File: config.mk
export PLATFORM = sky130hd
export DESIGN_NAME = stream_join_ctrl
export DESIGN_NICKNAME = d
export VERILOG_FILES = /design/src/rtl/join_pkg.sv /design/src/rtl/join_fifo.sv /design/src/rtl/stream_join_ctrl.sv
export SDC_FILE = /design/constraint.sdc
export NUM_CORES = 1
export LEC_CHECK = 0
export CAP_MARGIN = 25
export CELL_PAD_IN_SITES_DETAIL_PLACEMENT = 0
export CELL_PAD_IN_SITES_GLOBAL_PLACEMENT = 2
export CORE_AREA = 5 5 105 107
export CTS_CLUSTER_SIZE = 16
export DETAILED_ROUTE_END_ITERATION = 16
export DIE_AREA = 0 0 110 112
export GPL_TIMING_DRIVEN = 0
export PLACE_DENSITY_LB_ADDON = 0.1
export SETUP_SLACK_MARGIN = 0.3
export SLEW_MARGIN = 20
export SYNTH_ARGS = -nofsm -noshare
export SYNTH_HDL_FRONTEND = slang
export SYNTH_SLANG_ARGS = --single-unit
File: constraint.sdc
create_clock -name clk -period 5.8 [get_ports clk]
set_clock_uncertainty 0.2 [all_clocks]
set_input_delay 1.16 -clock clk [delete_from_list [all_inputs] [get_ports clk]]
set_output_delay 1.16 -clock clk [all_outputs]
set_load 0.01 [all_outputs]
File: src/rtl/join_pkg.sv
// Shared definitions for the stream join controller.
//   DW_DEF / DEPTH_DEF : default data width and per-stream FIFO depth
//   data_t             : one stream word at the default width
//   out_state_t        : state of the joined output register
package join_pkg;

  localparam int DW_DEF    = 11;
  localparam int DEPTH_DEF = 2;

  typedef logic [DW_DEF-1:0] data_t;

  typedef enum logic {
    ST_EMPTY = 1'b0,
    ST_HELD  = 1'b1
  } out_state_t;

endpackage

File: src/rtl/join_fifo.sv
// DEPTH-entry synchronous FIFO used to buffer one input stream of the join.
// The head word is presented combinationally on o_dout (no fall-through:
// a word pushed at edge N is visible at the head only after edge N).
// Ports:
//   clk, rst      : clock, asynchronous active-high reset (clears pointers)
//   i_push, i_din : write request and data (ignored while full)
//   i_pop         : read request (ignored while empty)
//   o_dout        : head word
//   o_full        : no free entry
//   o_empty       : no stored entry
//   o_count       : number of stored entries, 0..DEPTH
module join_fifo
  import join_pkg::*;
#(
  parameter int DW    = DW_DEF,
  parameter int DEPTH = DEPTH_DEF
) (
  input  logic                   clk,
  input  logic                   rst,
  input  logic                   i_push,
  input  logic [DW-1:0]          i_din,
  input  logic                   i_pop,
  output logic [DW-1:0]          o_dout,
  output logic                   o_full,
  output logic                   o_empty,
  output logic [$clog2(DEPTH):0] o_count
);

  localparam int AW = $clog2(DEPTH);

  // Pointers carry one extra MSB so full (MSBs differ, index equal) and
  // empty (identical) are distinguishable without a separate counter.
  logic [AW:0]   r_wptr;
  logic [AW:0]   r_rptr;
  logic [DW-1:0] r_mem [DEPTH];
  logic          w_push_ok;
  logic          w_pop_ok;

  assign o_full    = (r_wptr[AW] != r_rptr[AW]) && (r_wptr[AW-1:0] == r_rptr[AW-1:0]);
  assign o_empty   = (r_wptr == r_rptr);
  assign o_count   = r_wptr - r_rptr;
  assign w_push_ok = i_push && !o_full;
  assign w_pop_ok  = i_pop && !o_empty;
  assign o_dout    = r_mem[r_rptr[AW-1:0]];

  always_ff @(posedge clk or posedge rst) begin
    if (rst) begin
      r_wptr <= '0;
      r_rptr <= '0;
    end else begin
      if (w_push_ok) r_wptr <= r_wptr + (AW+1)'(1);
      if (w_pop_ok)  r_rptr <= r_rptr + (AW+1)'(1);
    end
  end

  // Storage carries no reset: pointers alone define which entries are live.
  always_ff @(posedge clk) begin
    if (w_push_ok) r_mem[r_wptr[AW-1:0]] <= i_din;
  end

endmodule

File: src/rtl/stream_join_ctrl.sv
// Joins two valid/ready input streams into one stream of word pairs.
// Each input is buffered in its own join_fifo; when both heads are present
// and the output register is free (or being drained this cycle) both heads
// are popped together into the output register.
// Ports:
//   clk, rst        : clock, asynchronous active-high reset
//   dval1, d1, rdy1 : stream 1 valid / data / ready (FIFO 1 not full)
//   dval2, d2, rdy2 : stream 2 valid / data / ready (FIFO 2 not full)
//   oval, o1, o2    : joined pair valid and words
//   ordy            : downstream ready
//   npair           : wrapping count of completed output handshakes
//   skew            : signed FIFO 1 count minus FIFO 2 count (registered)
module stream_join_ctrl
  import join_pkg::*;
#(
  parameter int DW    = DW_DEF,
  parameter int DEPTH = DEPTH_DEF
) (
  input  logic                          clk,
  input  logic                          rst,
  input  logic                          dval1,
  input  logic [DW-1:0]                 d1,
  output logic                          rdy1,
  input  logic                          dval2,
  input  logic [DW-1:0]                 d2,
  output logic                          rdy2,
  output logic                          oval,
  output logic [DW-1:0]                 o1,
  output logic [DW-1:0]                 o2,
  input  logic                          ordy,
  output logic [15:0]                   npair,
  output logic signed [$clog2(DEPTH)+1:0] skew
);

  localparam int AW = $clog2(DEPTH);
  localparam int SW = AW + 2;

  logic          w_full1, w_full2, w_empty1, w_empty2;
  logic [AW:0]   w_cnt1, w_cnt2;
  logic [DW-1:0] w_dout1, w_dout2;
  logic          w_push1, w_push2;
  logic          w_load, w_hs;
  logic signed [SW-1:0] w_cnt1_nxt, w_cnt2_nxt;

  out_state_t           r_state;
  logic [DW-1:0]        r_o1, r_o2;
  logic [15:0]          r_npair;
  logic signed [SW-1:0] r_skew;

  // Input stage: ready depends only on FIFO fullness, never on the pop.
  assign rdy1    = !w_full1;
  assign rdy2    = !w_full2;
  assign w_push1 = dval1 && !w_full1;
  assign w_push2 = dval2 && !w_full2;

  join_fifo #(.DW(DW), .DEPTH(DEPTH)) u_fifo1 (
    .clk     (clk),
    .rst     (rst),
    .i_push  (w_push1),
    .i_din   (d1),
    .i_pop   (w_load),
    .o_dout  (w_dout1),
    .o_full  (w_full1),
    .o_empty (w_empty1),
    .o_count (w_cnt1)
  );

  join_fifo #(.DW(DW), .DEPTH(DEPTH)) u_fifo2 (
    .clk     (clk),
    .rst     (rst),
    .i_push  (w_push2),
    .i_din   (d2),
    .i_pop   (w_load),
    .o_dout  (w_dout2),
    .o_full  (w_full2),
    .o_empty (w_empty2),
    .o_count (w_cnt2)
  );

  // Output stage: load whenever both heads exist and the register is free
  // or handing off its current pair this same edge.
  assign w_hs   = (r_state == ST_HELD) && ordy;
  assign w_load = !w_empty1 && !w_empty2 && ((r_state == ST_EMPTY) || ordy);

  // Skew reflects the counts as they will be after this edge, so it always
  // matches the FIFO occupancy visible in the following cycle.
  assign w_cnt1_nxt = SW'(w_cnt1) + SW'(w_push1) - SW'(w_load);
  assign w_cnt2_nxt = SW'(w_cnt2) + SW'(w_push2) - SW'(w_load);

  always_ff @(posedge clk or posedge rst) begin
    if (rst) begin
      r_state <= ST_EMPTY;
      r_o1    <= '0;
      r_o2    <= '0;
      r_npair <= '0;
      r_skew  <= '0;
    end else begin
      case (r_state)
        ST_EMPTY: begin
          if (w_load) begin
            r_state <= ST_HELD;
            r_o1    <= w_dout1;
            r_o2    <= w_dout2;
          end
        end
        ST_HELD: begin
          if (w_load) begin
            r_o1 <= w_dout1;
            r_o2 <= w_dout2;
          end else if (ordy) begin
            r_state <= ST_EMPTY;
          end
        end
        default: r_state <= ST_EMPTY;
      endcase
      if (w_hs) r_npair <= r_npair + 16'd1;
      r_skew <= w_cnt1_nxt - w_cnt2_nxt;
    end
  end

  assign oval  = (r_state == ST_HELD);
  assign o1    = r_o1;
  assign o2    = r_o2;
  assign npair = r_npair;
  assign skew  = r_skew;

endmodule

* Yosys cells after proc, flatten, opt, wreduce, memory -nomap -nowiden *
Memory sizes are Yosys's and may differ from the RTL's. A register that Yosys moved wholly into a read port is not among the register bits.
Cells that the tools add are included.

cells by class
  add/sub/neg operators = 12
  reduce and logical (&&, ||, !) cells = 16
  multiplexer cells = 8
  equal/unequal tests = 6
  bitwise logic cells = 1

operators with widths
  kind                     count
  $add A16 B1 Y16 const B  1
  $logic_and A1 B1 Y1      11
  $add A2 B1 Y2 const B    4
  $mux W1                  7
  $add A2 B1 Y3            2
  $sub A3 B1 Y3            2
  $eq A2 B2 Y1             2
  $logic_not A1 Y1         4
  $sub A2 B2 Y2            2
  $sub A3 B3 Y3            1
  $eq A1 B1 Y1             2
  $ne A1 B1 Y1             2
  $pmux W1 S2              1
  $logic_or A1 B1 Y1       1
  $not A1 Y1               1

word-level totals
  flip-flop bits (word level) = 28
  bits in writable memories = 44
  memories kept = 2
  word-level logic and storage cells = 52
  output and inout bits = 44
  input bits = 27

memories
  name           depth  width  rd ports  clocked after memory_dff  write ports  RTL line         RTL
  u_fifo1.r_mem  2      11     1         1                         1            join_fifo.sv:35  logic [DW-1:0] r_mem [DEPTH];
  u_fifo2.r_mem  2      11     1         1                         1            join_fifo.sv:35

* Logic depth before layout (Yosys ltp) *
Gate-level depths: netlist of run 1.

  word-level depth = 7
  gate-level depth with buffers = 14
  gate-level depth less buffers = 14

* Hierarchy *
From an unflattened synthesis of run 1, not the netlist that was laid out.

unflattened totals
  cells, all modules = 255
  area, all modules = 3903.7 um^2

modules (own cells, without submodules)
  module            cells each  times used  area each (um^2)  sequential area each (um^2)
  join_fifo         61          2           1043.5            760.7
  stream_join_ctrl  133         1           1816.7            1051.0

* Worst setup path after synthesis of run 1 *
No wires, ideal clock.

  kind = in2reg
  from = input dval2
  to = register r_skew[2] (netlist: skew[2])
  setup slack = 2.507 ns
  arrival time = 2.970 ns
  path buffers = 0
  stages on the path = 11
  library setup time = 0.123 ns
  data required time = 5.477 ns
  cells stage by stage = nand2_1 -> inv_1 -> ha_1 -> inv_1 -> ha_1 -> a21oi_1 -> fa_1 -> inv_1 -> ha_1 -> xnor2_1 -> xnor2_1

on the way
  cells in the longest elaborated chain, start to end = 4

ends and longest elaborated chain
  element               RTL line                 RTL
  start, declared       stream_join_ctrl.sv:24   input logic dval2,
  $logic_and A1 B1 Y1   stream_join_ctrl.sv:54   assign w_push2 = dval2 && !w_full2;
  $add A2 B1 Y3         stream_join_ctrl.sv:88   assign w_cnt2_nxt = SW'(w_cnt2) + SW'(w_push2) - SW'(w_load);
  $sub A3 B1 Y3         stream_join_ctrl.sv:88
  $sub A3 B3 Y3         stream_join_ctrl.sv:117  r_skew <= w_cnt1_nxt - w_cnt2_nxt;
  end signal, assigned  stream_join_ctrl.sv:117
  end, declared         stream_join_ctrl.sv:48   logic signed [SW-1:0] r_skew;

No other way between the ends.
A chain may end at the register's enable or synchronous reset.

* Worst setup path in the final report of run 1 *
  from = input ordy
  to = register r_skew[2] (netlist: skew[2])

on the way
  cells in the longest elaborated chain, start to end = 4
  elaborated cells between the ends (all ways) = 5
  those cells by class = add/sub (3); reduce/logical (2)

ends and longest elaborated chain
  element                           RTL line                                        RTL
  start, declared                   stream_join_ctrl.sv:30                          input logic ordy,
  $logic_or A1 B1 Y1 (*)            stream_join_ctrl.sv:83                          assign w_load = !w_empty1 && !w_empty2 && ((r_state == ST_EMPTY) || ordy);
  $logic_and A1 B1 Y1 (*)           stream_join_ctrl.sv:83
  $sub A3 B1 Y3 (on tied branches)  stream_join_ctrl.sv:87, stream_join_ctrl.sv:88
  $sub A3 B3 Y3 (*)                 stream_join_ctrl.sv:117

Every way passes the cells marked *; elsewhere a longest branch is shown, timed or not.

==> reports/qor.log, run 1 <==
qor: placed_design.dp_slack 1731 ps
qor: global_route.grt_pass1_wl 11.27 mm
qor: clock_tree.clkSinkCount 94
qor: power.max-vdd-ir-drop 270.0 uV
qor: final_layout.multi_input_comb_area 1021 um^2
qor: synth.syn_inst 259
qor: detailed_routing.via_cell_ratio 4.547
qor: detailed_routing.drtIter0Drc 68
qor: placed_design.io_buffer_count 70
qor: timing.finalCriticalPeriod 3651 ps
qor: detailed_routing.postRouteWirelength 6.936 mm
qor: synth.ys.flop_type sky130_fd_sc_hd__dfrtp_1
qor: setup_path.critical_path.endpoint_type flop
qor: placed_design.gpl.final_weighted_congestion 0.7084
qor: clock_tree.tritoncts done
qor: timing.fin_setup_tns 0 ps
qor: timing.grt_setup_unrepaired no
qor: clock_tree.cts_resized 0
qor: setup_path.criticalPathCategory in2reg
qor: worst_hold_path.holdCritPathClass reg2reg
qor: clock_tree.cts.clk_slew.worst_paths 90 ps
qor: detailed_routing.via_count 2187
qor: die.die-height 112 um
qor: global_route.antenna_found_initial 0
qor: final_layout.finish.net_count 375
qor: power.total_leakage_power 0.001944 uW
qor: clock_tree.clk-insertion-delay-late 350 ps
qor: placed_design.place_hpwl 4.793 mm
qor: final_layout.area_delta_synth_final 29.70%
qor: detailed_routing.ant_nets 0
qor: setup_path.critical_path_arrival 3720 ps
qor: final_layout.n_fill_cell 962
qor: global_route.grtUsageTotal 0.1208
qor: detailed_routing.drt_drc_violations_left 0
qor: synth.async_reset_ff_frac 0.5319
qor: clock_tree.cts_inserted_buffers 9
qor: synth.synth.lib_cells_used.distinct 28
qor: timing.hold_violations 0
qor: synth.number_of_synthesized_flops_with_an_enable_pin 44
qor: die.core_region_area 10050 um^2
qor: final_layout.post_route_cells_drive_above_1_share 0.07826
qor: status.status completed
qor: clock_tree.clock_tree.root_cell sky130_fd_sc_hd__clkbuf_8
qor: synth.synth.yosys.warnings 0
qor: final_layout.diode_insertion_count_for_antenna_repair 0
qor: global_route.largest_net_degree_at_the_start_of_global_routing 51
qor: power.powerDensity 627.5 nW/um^2
qor: timing.fin_ws 2149 ps
qor: synth.synth.ff_latch_count 94
qor: setup_path.critical_path_peak_fanout 10
qor: final_layout.final-seq-area 2572 um^2
qor: detailed_routing.drt-pass1-iter-count 4
qor: synth.syn-num-nets 294
qor: timing.timing.fmax 273.9 MHz
qor: clock_tree.number_of_buffers_on_the_longest_clock_path 2
qor: run.drv.max_cap_violation_count 0
qor: global_route.total_congestion_overflow 0
qor: synth.sequential_fraction_of_the_synthesis_area 0.6979
qor: timing.setup_viol_count_final 0
qor: timing.max-slew-margin-rel 0.3727
qor: clock_tree.cts-hold-fix-buffers 0
qor: die.io_pins 71
qor: die.fp.dieW 110 um
qor: synth.postSynthAreaPerCell 14.23 um^2
qor: clock_tree.ctsHtreeMaxLevel 3
qor: clock_tree.post_cts_setup_buffer_count 0
qor: die.die-area 12320 um^2
qor: die.fp-row-count 37
qor: timing.worst_slew_pin_slew 937.5 ps
qor: die.initial_core_util 0.3669
qor: timing.report.final.slew_viol_count 0
qor: synth.syn-cell-area 3686 um^2
qor: detailed_routing.routed_wirelength_normalized_by_instance_count 14.42 um
qor: global_route.vias_in_the_first_global_route 2266
qor: setup_path.setup.worst_path.start_class primary input
qor: timing.timing.final.crit_share 0.6294
qor: setup_path.crit_required 5870 ps
-- path summary, 6_finish.rpt --
check | from | to | slack [ps] | cells after the start
setup / recovery | ordy | skew[2]$_DFF_PP0_ | 2150 | 11
hold / removal | npair[15]$_DFFE_PP0P_ | npair[15]$_DFFE_PP0P_ | 280 | 1
setup reg to reg | u_fifo2.r_wptr[0]$_DFFE_PP0P_ | skew[2]$_DFF_PP0_ | 2620 | 14
hold reg to reg | npair[15]$_DFFE_PP0P_ | npair[15]$_DFFE_PP0P_ | 280 | 1
max in group asynchronous | rst | o2[10]$_DFFE_PP0P_ | 3910 | 2
min in group asynchronous | rst | npair[15]$_DFFE_PP0P_ | 1060 | 2
-- routing by layer --
metal,GRT usage,share of wire,up-vias
met5,0,0,-
met4,0.05486,0.017,0
met3,0.02841,0.054,11
met2,0.1946,0.48,58
met1,0.1525,0.45,1055
li1,-,-,1063
-- Yosys cell counts, types with 2 or more instances --
cell type | n | area [um^2]
sky130_fd_sc_hd__clkbuf_1 | 2 | 7.510
sky130_fd_sc_hd__xor2_1 | 13 | 113.9
sky130_fd_sc_hd__ha_1 | 7 | 87.58
sky130_fd_sc_hd__edfxtp_1 | 44 | 1321
sky130_fd_sc_hd__nand2_1 | 6 | 22.52
sky130_fd_sc_hd__buf_4 | 2 | 15.01
sky130_fd_sc_hd__dfrtp_1 | 50 | 1251
sky130_fd_sc_hd__nor4_1 | 2 | 12.51
sky130_fd_sc_hd__a21oi_1 | 24 | 120.1
sky130_fd_sc_hd__and2_1 | 2 | 12.51
sky130_fd_sc_hd__mux2i_1 | 22 | 220.2
sky130_fd_sc_hd__buf_2 | 5 | 25.02
sky130_fd_sc_hd__nand3_1 | 8 | 40.04
sky130_fd_sc_hd__nand2_2 | 2 | 12.51
sky130_fd_sc_hd__and3_1 | 5 | 31.28
sky130_fd_sc_hd__xnor2_1 | 18 | 157.7
sky130_fd_sc_hd__inv_1 | 9 | 33.78
sky130_fd_sc_hd__nor2_1 | 26 | 97.59
sky130_fd_sc_hd__nor3_1 | 2 | 10.01
sky130_fd_sc_hd__nand4_1 | 2 | 12.51
-- power breakdown --
group / internal (uW) / switching [uW] / leakage, uW / total [uW]
combinational: 688 / 743 / 0.000835 / 1430
sequential: 980 / 115 / 0.00100 / 1100
clock: 246 / 228 / 0.000107 / 474
-- placed cells by master, fill, tap and decap left out, types with 6 or more instances in the layout --
cell and instances:
sky130_fd_sc_hd__a21oi_1 24, sky130_fd_sc_hd__xnor2_1 18, sky130_fd_sc_hd__clkdlybuf4s50_1 70, sky130_fd_sc_hd__clkbuf_8 9, sky130_fd_sc_hd__inv_1 8, sky130_fd_sc_hd__dfrtp_1 50
sky130_fd_sc_hd__nor2_1 26, sky130_fd_sc_hd__mux2i_1 22, sky130_fd_sc_hd__edfxtp_1 44, sky130_fd_sc_hd__nand3_1 8, sky130_fd_sc_hd__xor2_1 13, sky130_fd_sc_hd__ha_1 7
sky130_fd_sc_hd__nand2_1 6
-- stage by stage --
stage | power (uW) | cell area (um^2) | cells | hold WS (ps) | utilization
after floorplan | 2056 | 3686 | 259 | 261.9 | -
after global placement | 2562 | 4557 | 465 | 261.3 | 0.4536
after detailed placement | 2584 | 4559 | 465 | 268.9 | 0.4539
after CTS | 3074 | 4781 | 481 | 284.6 | 0.4759
after global routing | 3269 | 4781 | 481 | 293.6 | 0.4759
final | 3000 | 4781 | 481 | 280.4 | 0.4759
-- flip-flops by register name, summed over array words and instances (netlist names) --
signal,count
u_fifo1.r_mem,22
u_fifo2.r_wptr,2
u_fifo2.r_rptr,2
skew,3
u_fifo2.r_mem,22
o1,11
o2,11
oval,1
u_fifo1.r_rptr,2
u_fifo1.r_wptr,2
npair,16
-- cell type report --
type                            instances  area share
Sequential cell                        94      0.5381
Multi-Input combinational cell        146      0.2136
Timing Repair Buffer                   70      0.1466
Tap cell                              136     0.03559
Clock buffer                           10     0.02669
Clock inverter                          6     0.01963
Buffer                                 10     0.01230
Inverter                                9    0.007590
-- kinds of logic (layout without fill, tap and decap cells) --
group	Yosys count	count (layout)	synth area share
compound gates	28	28	0.04142
xor+xnor	31	31	0.07366
fa+ha+maj	8	8	0.02919
buf+inv	19	105	0.02512
flops	94	94	0.6979
mux	23	23	0.06280
simple gates	56	56	0.06992
-- worst max-delay path: stages --
cell and delay [ps]:
sky130_fd_sc_hd__clkdlybuf4s50_1 530, sky130_fd_sc_hd__inv_1 70, sky130_fd_sc_hd__a222oi_1 380, sky130_fd_sc_hd__buf_2 220, sky130_fd_sc_hd__buf_4 210, sky130_fd_sc_hd__a21oi_1 110, sky130_fd_sc_hd__fa_1 500, sky130_fd_sc_hd__inv_1 40
sky130_fd_sc_hd__ha_1 190, sky130_fd_sc_hd__xnor2_1 160, sky130_fd_sc_hd__xnor2_1 130
No activity file was read; power rests on OpenSTA's default activity.
==> inputs of run 2 (changes only) <==
--- a/config.mk
+++ b/config.mk
@@ -8,10 +8,10 @@
 export CAP_MARGIN = 25
 export CELL_PAD_IN_SITES_DETAIL_PLACEMENT = 0
 export CELL_PAD_IN_SITES_GLOBAL_PLACEMENT = 2
-export CORE_AREA = 5 5 105 107
+export CORE_AREA = 5 5 114 116
 export CTS_CLUSTER_SIZE = 16
 export DETAILED_ROUTE_END_ITERATION = 16
-export DIE_AREA = 0 0 110 112
+export DIE_AREA = 0 0 119 121
 export GPL_TIMING_DRIVEN = 0
 export PLACE_DENSITY_LB_ADDON = 0.1
 export SETUP_SLACK_MARGIN = 0.3
==> constraint.sdc (replaced) <==
create_clock -name clk -period 2.9 [get_ports clk]
set_clock_uncertainty 0.2 [all_clocks]
set_input_delay 0.58 -clock clk [delete_from_list [all_inputs] [get_ports clk]]
set_output_delay 0.58 -clock clk [all_outputs]
set_load 0.01 [all_outputs]
==> run 2 against run 1 <==
  * Sequential share of layout area decreased by 3.4 points
  * Register-to-register slack got worse by 2500 ps
  * Largest power group unchanged
  * Largest cell class unchanged
  * First-iteration DRC count decreased by 1.5%
  * Combinational power increased to 2.5 times the previous value
==> reports/qor.log, run 2 (synthesis gave the netlist of run 1 again) <==
qor: timing.worst_slew_pin_slew 671.2 ps [-266.3 ps]
qor: clock_tree.clk-insertion-delay-late 340 ps [about the same]
qor: final_layout.layout_commonest_cell sky130_fd_sc_hd__clkdlybuf4s50_1
qor: detailed_routing.drt-pass1-iter-count 4 [unchanged]
qor: global_route.largest_net_degree_at_the_start_of_global_routing 51 [unchanged]
qor: clock_tree.cts-hold-fix-buffers 0 [unchanged]
qor: timing.setup_viol_count_final 0 [unchanged]
qor: clock_tree.ctsHtreeMaxLevel 3 [unchanged]
qor: power.total_power 7154 uW [+140%]
qor: timing.timing.final.crit_share 0.9496
qor: global_route.grt_pass1_wl 12.34 mm [+9.6%]
qor: placed_design.io_buffer_count 70 [unchanged]
qor: clock_tree.clock_tree.root_cell sky130_fd_sc_hd__clkbuf_16
qor: setup_path.criticalPathCategory reg2reg
qor: die.die-area 14400 um^2 [+17%]
qor: setup_path.setup.worst_path.start_class flop
qor: detailed_routing.drt_drc_violations_left 0 [unchanged]
qor: setup_path.path_common_cell sky130_fd_sc_hd__ha_4
qor: setup_path.crit_required 2920 ps [-2950 ps]
qor: timing.fin_setup_tns 0 ps [unchanged]
qor: timing.max-slew-margin-rel 0.5484 [+0.1757]
qor: clock_tree.cts.clk_slew.worst_paths 60 ps [-30 ps]
qor: detailed_routing.via_count 2207 [+0.91%]
qor: setup_path.critical_path_arrival 2780 ps [-940 ps]
qor: placed_design.placed_area 4657 um^2 [+2.1%]
qor: timing.finalCriticalPeriod 2754 ps
qor: clock_tree.clkSinkCount 94 [unchanged]
qor: die.core_region_area 11810 um^2 [+18%]
qor: final_layout.area_delta_synth_final 38.42%
qor: setup_path.cp_top_family adder cells
qor: setup_path.max_stage_delay 510 ps [-20 ps]
qor: timing.fin_hold_ws 274.6 ps [-5.830 ps]
qor: status.status completed
qor: timing.timing.fmax 363.1 MHz
qor: placed_design.dp_slack -498.9 ps [-2230 ps]
qor: die.fp-row-count 40 [+8.1%]
qor: placed_design.place_hpwl 5.117 mm [+6.8%]
qor: setup_path.path_cells ha_4 > nand2b_4 > nand2_4 > inv_4 > ha_4 > inv_4 > ha_4 > a21oi_2 > fa_1 > inv_2 > ha_4 > xnor2_2 > xnor2_1
qor: clock_tree.tritoncts done
qor: setup_path.critical_path_peak_fanout 3 [-7]
qor: detailed_routing.ant_nets 0 [unchanged]
qor: timing.hold_violations 0 [unchanged]
qor: global_route.total_congestion_overflow 0 [unchanged]
qor: detailed_routing.routed_wirelength_normalized_by_instance_count 15.17 um [+5.2%]
qor: global_route.antenna_found_initial 0 [unchanged]
qor: global_route.vias_in_the_first_global_route 2426 [+7.1%]
qor: die.initial_core_util 0.3121 [-0.05484]
qor: detailed_routing.via_cell_ratio 4.388 [-3.5%]
qor: setup_path.critPathSlowestCell sky130_fd_sc_hd__fa_1
qor: power.powerDensity 1402 nW/um^2 [+120%]
qor: run.drv.max_cap_violation_count 0 [unchanged]
qor: global_route.grtUsageTotal 0.1135 [-0.007272]
qor: timing.grt_setup_unrepaired yes
qor: placed_design.gpl.final_weighted_congestion 0.7182 [+1.4%]
qor: final_layout.diode_insertion_count_for_antenna_repair 0 [unchanged]
qor: power.max-vdd-ir-drop 700.6 uV [+160%]
qor: setup_path.regToRegSetupSlack 150 ps [-2470 ps]
qor: detailed_routing.drtIter0Drc 67 [-1.5%]
qor: power.total_leakage_power 0.002067 uW [+6.3%]
qor: timing.fin_ws 146.2 ps [-2003 ps]
qor: clock_tree.number_of_buffers_on_the_longest_clock_path 2 [unchanged]
qor: die.fp.dieW 119 um [+8.2%]
qor: worst_hold_path.holdCritPathClass reg2reg
qor: final_layout.most_frequent_cells_in_the_layout sky130_fd_sc_hd__clkdlybuf4s50_1, sky130_fd_sc_hd__dfrtp_1, sky130_fd_sc_hd__edfxtp_1
qor: final_layout.post_route_cells_drive_above_1_share 0.1461 [+0.06781]
qor: final_layout.finish.net_count 386 [+2.9%]
qor: clock_tree.cts_inserted_buffers 9 [unchanged]
qor: final_layout.final_design_area_no_fill 5102 um^2 [+6.7%]
qor: die.io_pins 71 [unchanged]
qor: timing.report.final.slew_viol_count 0 [unchanged]
qor: setup_path.buffers_and_inverters_on_the_worst_path 3 [-2]
qor: setup_path.critical_path.endpoint_type flop
qor: die.die-height 121 um [+8.0%]
qor: detailed_routing.postRouteWirelength 7.629 mm [+10%]
==> run 2: cell count changes in the layout (fill, tap and decap cells not counted), sizes merged <==
cell	previous run	this run
bufinv	2	3
clkinv	2	1
dlygate4sd2	0	1
clkdlybuf4s50	70	69
buf	8	19
inv	10	9
clkinvlp	1	2
==> run 2: worst paths after layout <==
check | start | cells after the start | end
max in group asynchronous | rst | 2 | o1[6]$_DFFE_PP0P_
worst max-delay path | u_fifo2.r_rptr[0]$_DFFE_PP0P_ | 13 | skew[2]$_DFF_PP0_
worst min-delay path | npair[15]$_DFFE_PP0P_ | 1 | npair[15]$_DFFE_PP0P_
worst min register to register | npair[15]$_DFFE_PP0P_ | 1 | npair[15]$_DFFE_PP0P_
min in group asynchronous | rst | 2 | o1[2]$_DFFE_PP0P_
worst max register to register | u_fifo2.r_rptr[0]$_DFFE_PP0P_ | 13 | skew[2]$_DFF_PP0_
==> run 2: report_power, final <==
part | internal, uW | total [uW] | switching [uW]
logic | 1870 | 3610 | 1740
registers | 1960 | 2210 | 245
clock network | 841 | 1340 | 496
total | 4680 | 7150 | 2480
==> run 2: cell type report <==
| class | instances | area [um^2] |
|---|---|---|
| fill | 1126 | 6709 |
| tap | 147 | 183.9 |
| inverter | 9 | 41.29 |
| clock inverter | 6 | 110.1 |
| multi-input combinational | 146 | 1117 |
| sequential | 94 | 2572 |
| timing repair buffer | 81 | 782.0 |
| clock buffer | 10 | 229.0 |
| buffer | 10 | 66.31 |
==> run 2: stage by stage <==
| step | cells | utilization |
|---|---|---|
| 6_report | 503 | 0.4320 |
| 5_1_grt | 503 | 0.4320 |
| 4_1_cts | 500 | 0.4297 |
| 3_5_place_dp | 477 | 0.3943 |
| 3_3_place_gp | 476 | 0.3934 |
| 2_1_floorplan | 259 | - |
==> run 2: what timing repair did <==
action                     CTS  global route
buffers inserted             7             3
pin swaps                    3             3
setup endpoints to repair    3             2
resized for setup            6             2
==> run 2: routing by layer <==
metal / vias up / global-route usage / part of all wire
met5: - / 0 / 0
met4: 0 / 0.06517 / 0.024
met3: 11 / 0.03170 / 0.044
met2: 46 / 0.1872 / 0.49
met1: 1065 / 0.1327 / 0.44
li1: 1085 / - / -
==> inputs of run 3 (changes only) <==
--- a/config.mk
+++ b/config.mk
@@ -5,13 +5,14 @@
 export SDC_FILE = /design/constraint.sdc
 export NUM_CORES = 1
 export LEC_CHECK = 0
+export ABC_AREA = 1
 export CAP_MARGIN = 25
 export CELL_PAD_IN_SITES_DETAIL_PLACEMENT = 0
 export CELL_PAD_IN_SITES_GLOBAL_PLACEMENT = 2
-export CORE_AREA = 5 5 114 116
+export CORE_AREA = 5 5 119 121
 export CTS_CLUSTER_SIZE = 16
 export DETAILED_ROUTE_END_ITERATION = 16
-export DIE_AREA = 0 0 119 121
+export DIE_AREA = 0 0 124 126
 export GPL_TIMING_DRIVEN = 0
 export PLACE_DENSITY_LB_ADDON = 0.1
 export SETUP_SLACK_MARGIN = 0.3
==> run 3 against run 2 <==
  * Final cell count is 20% higher
  * Routed wire length is 9.0% higher
  * First-iteration DRC count is 21% higher
  * Global-route usage is 0.089 points higher
  * Area after synthesis is 10% higher
  * Core utilization is 0.65 points lower
  * Largest power group unchanged
  * Combinational power is 4% higher
  * Maximum frequency is 0.85% higher
  * Count of clock-buffer cells in the layout is 2 higher
  * Largest cell class unchanged
==> reports/qor.log, run 3 <==
qor: timing.timing.final.crit_share 0.9415 [-0.008041]
qor: global_route.grtUsageTotal 0.1144 [+0.0008874]
qor: power.total_leakage_power 0.002279 uW [+10%]
qor: final_layout.finish.net_count 456 [+18%]
qor: worst_hold_path.min_delay_worst_endpoint o1[1]$_DFFE_PP0P_
qor: global_route.grt_pass1_wl 13.54 mm [+9.7%]
qor: placed_design.io_buffer_count 70 [unchanged]
qor: setup_path.critical_register_to_register_path_startpoint u_fifo2.r_wptr[0]$_DFFE_PP0P_
qor: timing.max-slew-margin-rel 0.3387 [-0.2097]
qor: setup_path.rr_endpoint skew[2]$_DFF_PP0_
qor: clock_tree.number_of_buffers_on_the_longest_clock_path 2 [unchanged]
qor: timing.fin_hold_ws 283.0 ps [+8.424 ps]
qor: timing.grt_setup_unrepaired yes
qor: timing.worst_slew_pin_slew 988.3 ps [+317.1 ps]
qor: setup_path.crit_required 2930 ps [about the same]
qor: timing.finalCriticalPeriod 2730 ps [-23.32 ps]
qor: power.powerDensity 1323 nW/um^2 [-5.6%]
qor: setup_path.criticalPathCategory reg2reg
qor: power.internal_power 4572 uW [-2.3%]
qor: synth.synth_top_area_cell sky130_fd_sc_hd__edfxtp_1
qor: detailed_routing.via_count 2555 [+16%]
qor: synth.postSynthAreaPerCell 12.33 um^2 [-13%]
qor: detailed_routing.drt-pass1-iter-count 4 [unchanged]
qor: synth.sequential_fraction_of_the_synthesis_area 0.6322 [-0.06567]
qor: detailed_routing.postRouteWirelength 8.313 mm [+9.0%]
qor: die.die-area 15620 um^2 [+8.5%]
qor: detailed_routing.drt_drc_violations_left 0 [unchanged]
qor: timing.timing.fmax 366.2 MHz [+0.85%]
qor: timing.report.final.slew_viol_count 0 [unchanged]
qor: synth.syn-num-nets 365 [+24%]
qor: worst_hold_path.number_of_stages_on_the_worst_hold_path 2 [+1]
qor: final_layout.postLayoutCoreUtil 0.4255 [-0.006505]
qor: global_route.total_congestion_overflow 0 [unchanged]
qor: clock_tree.tritoncts done
qor: synth.number_of_synthesized_flops_with_an_enable_pin 44 [unchanged]
qor: timing.hold_violations 0 [unchanged]
qor: global_route.vias_in_the_first_global_route 2564 [+5.7%]
qor: power.max-vdd-ir-drop 484.2 uV [-31%]
qor: detailed_routing.ant_nets 0 [unchanged]
qor: power.swShare 0.3745 [+0.02847]
qor: final_layout.layout_commonest_cell sky130_fd_sc_hd__clkdlybuf4s50_1
qor: setup_path.setup.worst_path.start_class flop
qor: clock_tree.clkSinkCount 94 [unchanged]
qor: final_layout.diode_insertion_count_for_antenna_repair 0 [unchanged]
qor: power.p_sw 2737 uW [+11%]
qor: power.sequentialPowerShare 0.302 [-0.007]
qor: status.status completed
qor: worst_hold_path.holdCritPathClass reg2reg
qor: clock_tree.cts.clk_slew.worst_paths 70 ps [about the same]
qor: die.fp.dieW 124 um [+4.2%]
qor: global_route.antenna_found_initial 0 [unchanged]
qor: final_layout.final-seq-area 2574 um^2 [about the same]
qor: setup_path.critical_path_arrival 2760 ps [-20 ps]
qor: power.comb_power_share 0.516 [+0.012]
qor: placed_design.gpl.final_weighted_congestion 0.7030 [-2.1%]
qor: worst_hold_path.holdCritStartpoint o1[1]$_DFFE_PP0P_
qor: timing.fin_setup_tns 0 ps [unchanged]
qor: final_layout.post_route_cells_drive_above_1_share 0.2512 [+0.1051]
qor: synth.async_reset_ff_frac 0.5319 [unchanged]
qor: final_layout.area_delta_synth_final 35.73%
qor: synth.syn_inst 330 [+27%]
qor: setup_path.critical_path_peak_fanout 3 [unchanged]
qor: synth.synth.ff_latch_count 94 [unchanged]
qor: die.fp-row-count 42 [+5.0%]
qor: clock_tree.ctsHtreeMaxLevel 3 [unchanged]
qor: final_layout.most_frequent_cells_in_the_layout sky130_fd_sc_hd__clkdlybuf4s50_1, sky130_fd_sc_hd__nand2_1, sky130_fd_sc_hd__dfrtp_1
qor: timing.setup_viol_count_final 0 [unchanged]
qor: global_route.largest_net_degree_at_the_start_of_global_routing 44 [-14%]
qor: detailed_routing.via_cell_ratio 4.244 [-3.3%]
qor: synth.synth.lib_cells_used.distinct 27 [-3.6%]
qor: power.total_power 7309 uW [+2.2%]
qor: die.io_pins 71 [unchanged]
qor: synth.list_of_most_frequent_post_synthesis_cells sky130_fd_sc_hd__nand2_1, sky130_fd_sc_hd__dfrtp_1, sky130_fd_sc_hd__edfxtp_1, sky130_fd_sc_hd__inv_1
qor: detailed_routing.routed_wirelength_normalized_by_instance_count 13.81 um [-9.0%]
qor: final_layout.n_fill_cell 1241 [+10%]
qor: setup_path.r2r_worst_path_depth 15 [+2]
qor: setup_path.regToRegSetupSlack 170 ps [+20 ps]
qor: synth.syn-cell-area 4069 um^2 [+10%]
qor: synth.synthDominantCellAreaShare 0.3247 [-0.03373]
qor: die.initial_core_util 0.3135 [+0.001400]
qor: die.die-height 126 um [+4.1%]
qor: clock_tree.cts-hold-fix-buffers 0 [unchanged]
qor: detailed_routing.drtIter0Drc 81 [+21%]
qor: clock_tree.clk-insertion-delay-late 340 ps [about the same]
qor: clock_tree.clock_tree.root_cell sky130_fd_sc_hd__clkbuf_16
qor: synth.most_common_cell_in_the_netlist sky130_fd_sc_hd__nand2_1
qor: placed_design.place_hpwl 5.857 mm [+14%]
qor: setup_path.critical_path.endpoint_type flop
qor: clock_tree.cts_inserted_buffers 9 [unchanged]
qor: die.core_region_area 12980 um^2 [+9.9%]
qor: synth.synth.yosys.warnings 0 [unchanged]
qor: run.drv.max_cap_violation_count 0 [unchanged]
qor: power.clkPwrFrac 0.182 [-0.005]
qor: final_layout.multi_input_comb_area 1380 um^2 [+24%]
qor: synth.synthTopCellsByArea sky130_fd_sc_hd__edfxtp_1, sky130_fd_sc_hd__dfrtp_1, sky130_fd_sc_hd__mux2i_1
qor: synth.ys.flop_type sky130_fd_sc_hd__dfrtp_1
## run 3: worst max path at each step
| stage | start | end | slack [ps] | cells past startpoint |
|---|---|---|---|---|
| floorplan | u_fifo2.r_wptr[0]$_DFFE_PP0P_ | skew[2]$_DFF_PP0_ | 130 | 15 |
| global placement | rst | o1[1]$_DFFE_PP0P_ | -390 | 2 |
| detailed placement | dval2 | skew[2]$_DFF_PP0_ | -200 | 13 |
| CTS | u_fifo2.r_wptr[0]$_DFFE_PP0P_ | skew[2]$_DFF_PP0_ | 90 | 15 |
| global route | u_fifo2.r_wptr[0]$_DFFE_PP0P_ | skew[2]$_DFF_PP0_ | 90 | 15 |
| finish | u_fifo2.r_wptr[0]$_DFFE_PP0P_ | skew[2]$_DFF_PP0_ | 170 | 15 |
## run 3: layer usage
metal  GRT usage  wire length, um
met1      0.1546             3946
met2      0.1721             3805
met3     0.03184              406
met4     0.04832              155
met5           0                0
## run 3: worst max-delay path, stage by stage (launching register included)
cell,delay (ps)
sky130_fd_sc_hd__dfrtp_1,380
sky130_fd_sc_hd__inv_2,60
sky130_fd_sc_hd__ha_4,280
sky130_fd_sc_hd__nand2_4,50
sky130_fd_sc_hd__nand2_4,70
sky130_fd_sc_hd__inv_4,40
sky130_fd_sc_hd__ha_4,260
sky130_fd_sc_hd__inv_4,30
sky130_fd_sc_hd__ha_4,250
sky130_fd_sc_hd__inv_2,40
sky130_fd_sc_hd__nor2_4,80
sky130_fd_sc_hd__nor2_2,50
sky130_fd_sc_hd__fa_1,520
sky130_fd_sc_hd__inv_2,50
sky130_fd_sc_hd__ha_4,140
sky130_fd_sc_hd__xnor2_1,110
## run 3: per-stage QoR
step           worst slack, ps  instances  cell area [um^2]
2_1_floorplan            125.1        330              4136
3_3_place_gp            -389.6        576              5057
3_5_place_dp            -201.3        578              5095
4_1_cts                  89.36        601              5504
5_1_grt                  88.32        602              5523
6_report                 169.5        602              5523
## run 3: power groups by stage
stage                     clock network, uW  logic (uW)  registers (uW)
after floorplan                           0        2490            2290
after global placement                    0        3610            2230
after detailed placement                  0        3640            2240
after CTS                              1370        3860            2210
after global routing                   1420        4220            2260
final                                  1330        3770            2210
## run 3: final cells by class
class / count / area share
Buffer: 9 / 0.01427
Clock buffer: 12 / 0.04826
Clock inverter: 4 / 0.01405
Inverter: 32 / 0.02311
Multi-Input combinational cell: 195 / 0.2499
Sequential cell: 94 / 0.4660
Tap cell: 176 / 0.03987
Timing Repair Buffer: 80 / 0.1445
## run 3: kinds of logic (layout without fill, tap and decap cells)
family	Yosys count	in the layout	share of synthesized area
compound gates	29	29	0.05781
xor+xnor	19	19	0.04090
fa+ha+maj	8	8	0.02644
buf+inv	41	137	0.04889
flops	94	94	0.6322
mux	22	22	0.05412
simple gates	117	117	0.1396
## run 3: repair_timing
action | in CTS | in global routing
endpoints found under the setup margin | 2 | 3
gates resized for setup | 4 | 3
buffers inserted | 7 | 0
pin swaps | 7 | 5
